File: src/rtl/demux_rr_sched_pkg.sv
// ============================================================================
// Module      : demux_rr_sched_pkg
// Description : Shared lane-count and mode-encoding constants for the demux.
// Revision    : 1.0
// ============================================================================
`default_nettype none

package demux_rr_sched_pkg;

    localparam int        NUM_LANES  = 4;
    localparam int        LANE_W     = 2;
    localparam logic      MODE_RR    = 1'b0;
    localparam logic      MODE_FIXED = 1'b1;

endpackage

`default_nettype wire

File: src/rtl/demux_rr_sched_pick.sv
// ============================================================================
// Module      : rr_pick
// Description : First set mask bit at or above ptr, wrapping 3 -> 0.
// Revision    : 1.0
// ============================================================================
`default_nettype none

module rr_pick
    import demux_rr_sched_pkg::*;
(
    input  logic [NUM_LANES-1:0] mask,
    input  logic [LANE_W-1:0]    ptr,
    output logic                 found,
    output logic [LANE_W-1:0]    lane
);

    logic [LANE_W-1:0] w_idx;

    always_comb begin
        found = 1'b0;
        lane  = '0;
        w_idx = '0;
        for (int i = 0; i < NUM_LANES; i++) begin
            // 2-bit addition wraps naturally at NUM_LANES
            w_idx = ptr + LANE_W'(i);
            if (!found && mask[w_idx]) begin
                found = 1'b1;
                lane  = w_idx;
            end
        end
    end

endmodule

`default_nettype wire

File: src/rtl/demux_rr_sched.sv
// ============================================================================
// Module      : demux_rr_sched
// Description : One-deep 1-to-4 demux with round-robin or fixed lane choice.
// Revision    : 1.0
// ============================================================================
`default_nettype none

module demux_rr_sched
    import demux_rr_sched_pkg::*;
#(
    parameter int DW = 8
) (
    input  logic                 clk,
    input  logic                 rst_n,
    input  logic                 in_valid,
    input  logic [DW-1:0]        in_data,
    output logic                 in_ready,
    input  logic                 cfg_mode,
    input  logic [LANE_W-1:0]    cfg_lane,
    input  logic [NUM_LANES-1:0] cfg_mask,
    output logic [NUM_LANES-1:0] out_valid,
    output logic [DW-1:0]        out_data,
    input  logic [NUM_LANES-1:0] out_ready,
    output logic [LANE_W-1:0]    sel,
    output logic [15:0]          xfer_cnt
);

    logic              r_hold_valid;
    logic [DW-1:0]     r_hold_data;
    logic [LANE_W-1:0] r_hold_lane;
    logic [LANE_W-1:0] r_rr_ptr;
    logic [15:0]       r_xfer_cnt;

    logic              w_pick_found;
    logic [LANE_W-1:0] w_pick_lane;
    logic              w_eligible;
    logic              w_xfer;
    logic              w_accept;
    logic [LANE_W-1:0] w_lane;

    rr_pick u_rr_pick (
        .mask  (cfg_mask),
        .ptr   (r_rr_ptr),
        .found (w_pick_found),
        .lane  (w_pick_lane)
    );

    assign w_eligible = (cfg_mode == MODE_RR) ? w_pick_found : cfg_mask[cfg_lane];
    assign w_lane     = (cfg_mode == MODE_RR) ? w_pick_lane  : cfg_lane;
    assign w_xfer     = r_hold_valid & out_ready[r_hold_lane];
    // Gated by rst_n so nothing is offered acceptance while reset is held
    assign in_ready   = rst_n & w_eligible & (~r_hold_valid | w_xfer);
    assign w_accept   = in_valid & in_ready;

    always_ff @(posedge clk) begin
        if (!rst_n) begin
            r_hold_valid <= 1'b0;
            r_hold_data  <= '0;
            r_hold_lane  <= '0;
            r_rr_ptr     <= '0;
            r_xfer_cnt   <= '0;
        end else begin
            if (w_xfer) begin
                r_xfer_cnt <= r_xfer_cnt + 16'd1;
            end
            if (w_accept) begin
                r_hold_valid <= 1'b1;
                r_hold_data  <= in_data;
                r_hold_lane  <= w_lane;
                if (cfg_mode == MODE_RR) begin
                    r_rr_ptr <= w_pick_lane + LANE_W'(1);
                end
            end else if (w_xfer) begin
                r_hold_valid <= 1'b0;
            end
        end
    end

    assign out_valid = r_hold_valid ? (NUM_LANES'(1) << r_hold_lane) : '0;
    assign out_data  = r_hold_data;
    assign sel       = r_hold_lane;
    assign xfer_cnt  = r_xfer_cnt;

endmodule

`default_nettype wire

File: config.mk
export PLATFORM = sky130hd
export DESIGN_NAME = demux_rr_sched
export DESIGN_NICKNAME = d
export VERILOG_FILES = /design/src/rtl/demux_rr_sched_pkg.sv /design/src/rtl/demux_rr_sched_pick.sv /design/src/rtl/demux_rr_sched.sv
export SDC_FILE = /design/constraint.sdc
export NUM_CORES = 1
export LEC_CHECK = 0
export CAP_MARGIN = 10
export CORE_MARGIN = 8
export CORE_UTILIZATION = 25
export DETAILED_ROUTE_END_ITERATION = 10
export SLEW_MARGIN = 0
export SYNTH_ARGS = -nofsm -noshare
export SYNTH_HDL_FRONTEND = slang
export SYNTH_SLANG_ARGS = --single-unit
export TNS_END_PERCENT = 10
File: constraint.sdc
create_clock -name clk -period 3.4 [get_ports clk]
set_clock_uncertainty 0.05 [all_clocks]
set_input_delay 0.51 -clock clk [delete_from_list [all_inputs] [get_ports clk]]
set_output_delay 0.51 -clock clk [all_outputs]
set_load 0.01 [all_outputs]
Word level (Yosys, flattened, before mapping)
Index checks and enable logic that the tools add are counted.
{ "classes": {"n_addsub": 5, "mul": 0, "div": 0, "n_lt_le_gt_ge": 6, "eq_ne": 0, "shift": 1, "muxes": 25, "bitwise": 7, "n_reduce_logical": 8} }
{ "ops": {"columns": ["operator", "count"], "rows": [
  ["$lt A2 B3 Y1 const B", 6],
  ["$add A16 B1 Y16 const B", 1],
  ["$mux W1", 13],
  ["$bmux W1 S2", 6],
  ["$mux W2", 5],
  ["$add A2 B1 Y2 const B", 2],
  ["$add A2 B2 Y2 const B", 2],
  ["$and A1 B1 Y1", 4],
  ["$mux W4", 1],
  ["$shl A1 B2 Y4 const A", 1],
  ["$logic_and A1 B1 Y1", 3],
  ["$logic_not A1 Y1", 3],
  ["$not A1 Y1", 2],
  ["$reduce_and A2 Y1", 1],
  ["$reduce_bool A2 Y1", 1],
  ["$or A1 B1 Y1", 1]
]} }
{ "word_totals": {"ff_bits": 29, "latchBits": 0, "ram_bits": 0, "mem_bits_ro": 0, "input_bits": 22, "n_memories": 0} }

Longest topological paths before layout
{ "logic_depth": {"ltp_word": 17, "depth_mapped": 7} }

Cells and area by module
From an unflattened synthesis, not the netlist that was laid out.
{ "hier_totals": {"cells_unflattened": 186, "area_unflattened_um2": 1619.1} }
{ "modules_own_cells": {"columns": ["mod", "instances", "cells_per_inst", "area_per_inst_um2"], "rows": [
  ["demux_rr_sched", 1, 171, 1541.5],
  ["rr_pick", 1, 15, 77.6]
]} }

Worst setup path after synthesis
Ideal clock, no wire load.
{ "synth_timing": {"path_kind": "input -> output", "from": "input port cfg_lane[0]", "to": "output port in_ready", "arrival_ns": 1.261, "t_required_ns": 2.840, "setup_slack_ns": 1.579, "path_stages": 4, "n_path_buf": 0, "path_cell_list": "mux4_2 nand2b_1 nand3_1 nor2_1"} }
{ "synth_via": {"elab_chain_len": 5} }
{ "synth_lines": {"columns": ["element", "line_no", "rtl"], "rows": [
  ["from (decl)", "demux_rr_sched.sv:19", "input logic [LANE_W-1:0] cfg_lane,"],
  ["$bmux W1 S2", "demux_rr_sched.sv:48", "assign w_eligible = (cfg_mode == MODE_RR) ? w_pick_found : cfg_mask[cfg_lane];"],
  ["$mux W1 (implied by the code)", "demux_rr_sched.sv:48", null],
  ["$mux W1", "demux_rr_sched.sv:48", null],
  ["$and A1 B1 Y1 (2 in series)", "demux_rr_sched.sv:52", "assign in_ready = rst_n & w_eligible & (~r_hold_valid | w_xfer);"],
  ["to (decl)", "demux_rr_sched.sv:17", "output logic in_ready,"]
]} }
Every way passes these cells. The select of a mux whose other input is x is not followed.

Worst setup path after layout
{ "layout_timing": {"from": "input port cfg_mask[0]", "to": "output port in_ready"} }
{ "layout_via": {"elab_chain_len": 15, "word_cells_on_any_way": 23, "classes_between": "mux (15); bitwise (2); reduce/logical (6)"} }
{ "layout_lines": {"columns": ["element", "line_no", "rtl"], "rows": [
  ["from (decl)", "demux_rr_sched.sv:20", "input logic [NUM_LANES-1:0] cfg_mask,"],
  ["$bmux W1 S2", "demux_rr_sched_pick.sv:26", "if (!found && mask[w_idx]) begin"],
  ["$mux W1 (implied by the code)", "demux_rr_sched_pick.sv:26", null],
  ["$mux W1", "demux_rr_sched_pick.sv:26", null],
  ["$logic_not A1 Y1", "demux_rr_sched_pick.sv:26", null],
  ["$logic_and A1 B1 Y1", "demux_rr_sched_pick.sv:26", null],
  ["$mux W1", "demux_rr_sched_pick.sv:26", null],
  ["$logic_not A1 Y1", "demux_rr_sched_pick.sv:26", null],
  ["$logic_and A1 B1 Y1", "demux_rr_sched_pick.sv:26", null],
  ["$mux W1", "demux_rr_sched_pick.sv:26", null],
  ["$logic_not A1 Y1", "demux_rr_sched_pick.sv:26", null],
  ["$logic_and A1 B1 Y1", "demux_rr_sched_pick.sv:26", null],
  ["$mux W1", "demux_rr_sched_pick.sv:26", null],
  ["$mux W1 (*)", "demux_rr_sched.sv:48", null],
  ["$and A1 B1 Y1 (*) (2 in series)", "demux_rr_sched.sv:52", null]
]} }
Mark *: on every way between the ends. The rest lies on a longest branch, timed or not. The select of a mux whose other input is x is not followed.

==> summary.txt <==
Outcome
  • Status: finished, final reports clean

Setup path
  • CP cell instances: clkdlybuf4s50_1, mux2i_1, nand2_1, a221oi_2, nor2_1, clkdlybuf4s50_1
  • Req. time, crit path: 2840 ps
  • Slowest stage cell, crit path: clkdlybuf4s50_1
  • CP Class: in -> out
  • Type of destination of the critical path: output pin
  • CP most frequent cell: clkdlybuf4s50_1
  • Arrival time worst endpoint: 2370 ps
  • Worst Path Max Fanout: 7
  • Worst setup SP type: primary input
  • CP max stage delay: about 510 ps

Timing
  • Fin Setup TNS: 0 ps
  • Slew @ Worst Pin: 461.9 ps
  • Slew Limit Fails: 0
  • Final setup viols: 0
  • Slew headroom: 68.97%
  • RSZ-0062 raised after global routing: no
  • Fin crit period: 2933 ps
  • Period utilization: 86.25%
  • Fmax: 341.0 MHz
  • Final setup margin: 467.4 ps
  • Hold_ws: slightly above 400 ps
  • Final hold violations: 0

Routing
  • Drt wl/cell: 12.73 um
  • DRT Pass-1 Iters: 4
  • Iter 0 DRT Violations: 68
  • Antenna-violating nets left: 0
  • DRC viols: 0
  • Routed vias: 1425
  • Routed wire length: approximately 4000 um
  • Drt via density: 4.553

Synth
  • Share of flip-flops with an asynchronous set or reset: 0%
  • Main combinational cell family by area after synthesis: simple AND/OR/NAND/NOR gates
  • Adder-cell share of the synthesized area: less than 1%
  • Largest cells by area after synthesis: dfxtp_1 (37%), and2_1 (7.9%), xnor2_1 (7.7%), nand2_1 (7.1%), mux2i_1 (6.9%)
  • Syn_area_per_cell: 8.676 um2
  • EDFF count, synth: 0
  • Gate Count Post-Synth: 183
  • XOR/XNOR Fraction of Synth Area: approximately 8.8%
  • Sequential area share after synthesis: 36.56%
  • Yosys warns: 0
  • Post-synthesis mux area share: 11.19%
  • Cell area after synthesis: 0.001588 mm2
  • Ys flop type: dfxtp_1
  • Simple-Gate Fraction of Synth Area: 29.08%
  • Dominant cell type by area after synthesis: dfxtp_1
  • Synthesized flop and latch total: 29
  • Compound-Gate Fraction of Synth Area: 8.353%
  • Syn nets: between 200 and 250
  • Share of the synthesized area in the top cell type: 36.56%
  • Netlist cell types: 36

Clocking
  • Clk Latency, worst-skew pair: 270 ps
  • CTS Root Cell: clkbuf_8
  • H-Tree Depth: 2
  • TritonCTS clock tree: built
  • CTS buffer count: 5
  • Clock slew at reported path FFs: 60 ps
  • PostCTS Resize Cnt: 0
  • Cts hold-fix bufs: 0
  • Clk sinks: 29
  • Clk buf depth: 2
  • # Post-CTS Setup Buffers: 0

Floorplanning
  • Die Wd: approximately 96 um
  • Core box area: 0.006241 mm2
  • Die H: approximately 96 um
  • I/O pin count: 53
  • Initial Utilization: 25.44%
  • Rows: 29
  • Die area: ~0.009 mm2

Final layout
  • Area grow syn2layout: 43.10%
  • Number of diodes: 0
  • Share of cells above drive strength 1: 7.203%
  • Fill count: 661
  • Seq. cell area: approximately 580 um2
  • # nets final: 258
  • Area of the multi-input gates: 924.6 um2

Global route
  • Aggregate global-route resource usage: 8.868%
  • Largest net degree at the start of global routing: 40
  • First-pass GRT wire length: 6479 um
  • Grt total ovfl: 0
  • Initial antenna violation count: 0
  • Vias in the first global route: 1449

Pwr
  • Power Total: a little under 0.9 mW
  • PD cells: 388.6 mW/mm2
  • Maximum vdd drop: around 0.14 mV
  • Static leakage: 0.8336 nW

Worst hold path
  • Min-delay worst type: reg -> reg

Flow run
  • Max-cap violations: 0

Place
  • Number of buffers inserted by port buffering: 52
  • Worst slack, placed: 468.0 ps
  • RD Place Congestion: 0.8473
  • Placed wire-length estimate: 3001 um
## where the power goes
group	total, mW	leakage, nW	switching [mW]	internal (mW)
Clock	0.373	0.0585	0.135	0.239
Combinational	0.141	0.539	0.0611	0.0801
Sequential	0.368	0.236	0.0148	0.353
## area by class of cell
class	instances	share of cell area, %
Clock buffer	7	3.800
Inverter	5	0.8260
Tap cell	77	4.240
Clock inverter	1	1.322
Timing Repair Buffer	54	23.57
Sequential cell	29	25.55
Multi-Input combinational cell	140	40.69
## state kept, by name, summed over array words and instances, names as in the netlist
name and flops:
r_rr_ptr 2, xfer_cnt 16, sel 2, r_hold_valid 1, out_data 8
## cells in the mapped netlist, drive strengths merged (3+ instances only)
cell / number
clkbuf: 4
or3: 3
nor2: 9
xnor2: 14
mux2i: 11
nand4: 5
o21ai: 4
and2: 20
inv: 5
buf: 5
dfxtp: 29
a21oi: 3
nand2: 30
nand3: 10
nor3: 3
nand2b: 3
## layout by cell type (no fill, tap or decap), types with 2 or more instances in the layout
cell / Yosys / layout
nand2b_1: 3 / 3
nand2_1: 30 / 30
clkdlybuf4s50_1: 0 / 52
and2_1: 20 / 20
nor2_1: 9 / 9
xnor2_1: 14 / 14
or3_1: 3 / 3
buf_4: 2 / 2
dfxtp_1: 29 / 29
nor3_1: 3 / 3
a21boi_0: 2 / 2
mux2_2: 2 / 2
mux2i_1: 11 / 11
o21a_1: 2 / 2
a21oi_1: 3 / 3
nand4_1: 5 / 5
nor2b_1: 2 / 2
mux4_2: 2 / 2
nand3_1: 9 / 9
inv_1: 5 / 5
xor2_1: 2 / 2
and3_1: 2 / 2
clkbuf_8: 0 / 6
o21ai_0: 4 / 4
## per-layer routing
layer | GRT usage [%] | routed length, um | vias to the layer above
met2 | 15.37 | 1897 | 45
li1 | - | - | 730
met5 | 0 | 0 | -
met1 | 9.701 | 1771 | 648
met4 | 2.945 | 17 | 0
met3 | 3.432 | 297 | 2
## final timing paths
kind               startpoint           to  slack, ps  cells after the start
setup / recovery  cfg_mask[0]     in_ready        470                      6
hold / removal    out_data[4]  out_data[4]        410                      2
setup reg to reg  r_rr_ptr[1]  out_data[1]       1330                      6
hold reg to reg   out_data[4]  out_data[4]        410                      2
## cells by family (layout without fill, tap and decap cells)
family	after synthesis	after routing
and+or+nand+nor	90	90
muxes	15	15
DFF	29	29
adders and majority gates	1	1
xor gates and xnor gates	16	16
AOI/OAI and AO/OA	18	18
buffers and inverters	14	67
## worst max-delay path: cells and delay by family
kind	cells	cell delay, ps
buf+inv	2	1010
mux	1	210
compound gates	1	450
simple gates	2	200
## metrics by stage
step	instance area, um2	util [%]	instances
finish	2272	36.41	313
global route	2272	36.41	313
CTS	2265	36.29	312
detailed placement	2148	34.42	304
global placement	2148	34.42	304
floorplan	1588	-	183
Note: power is estimated with default switching activity, not from simulation.
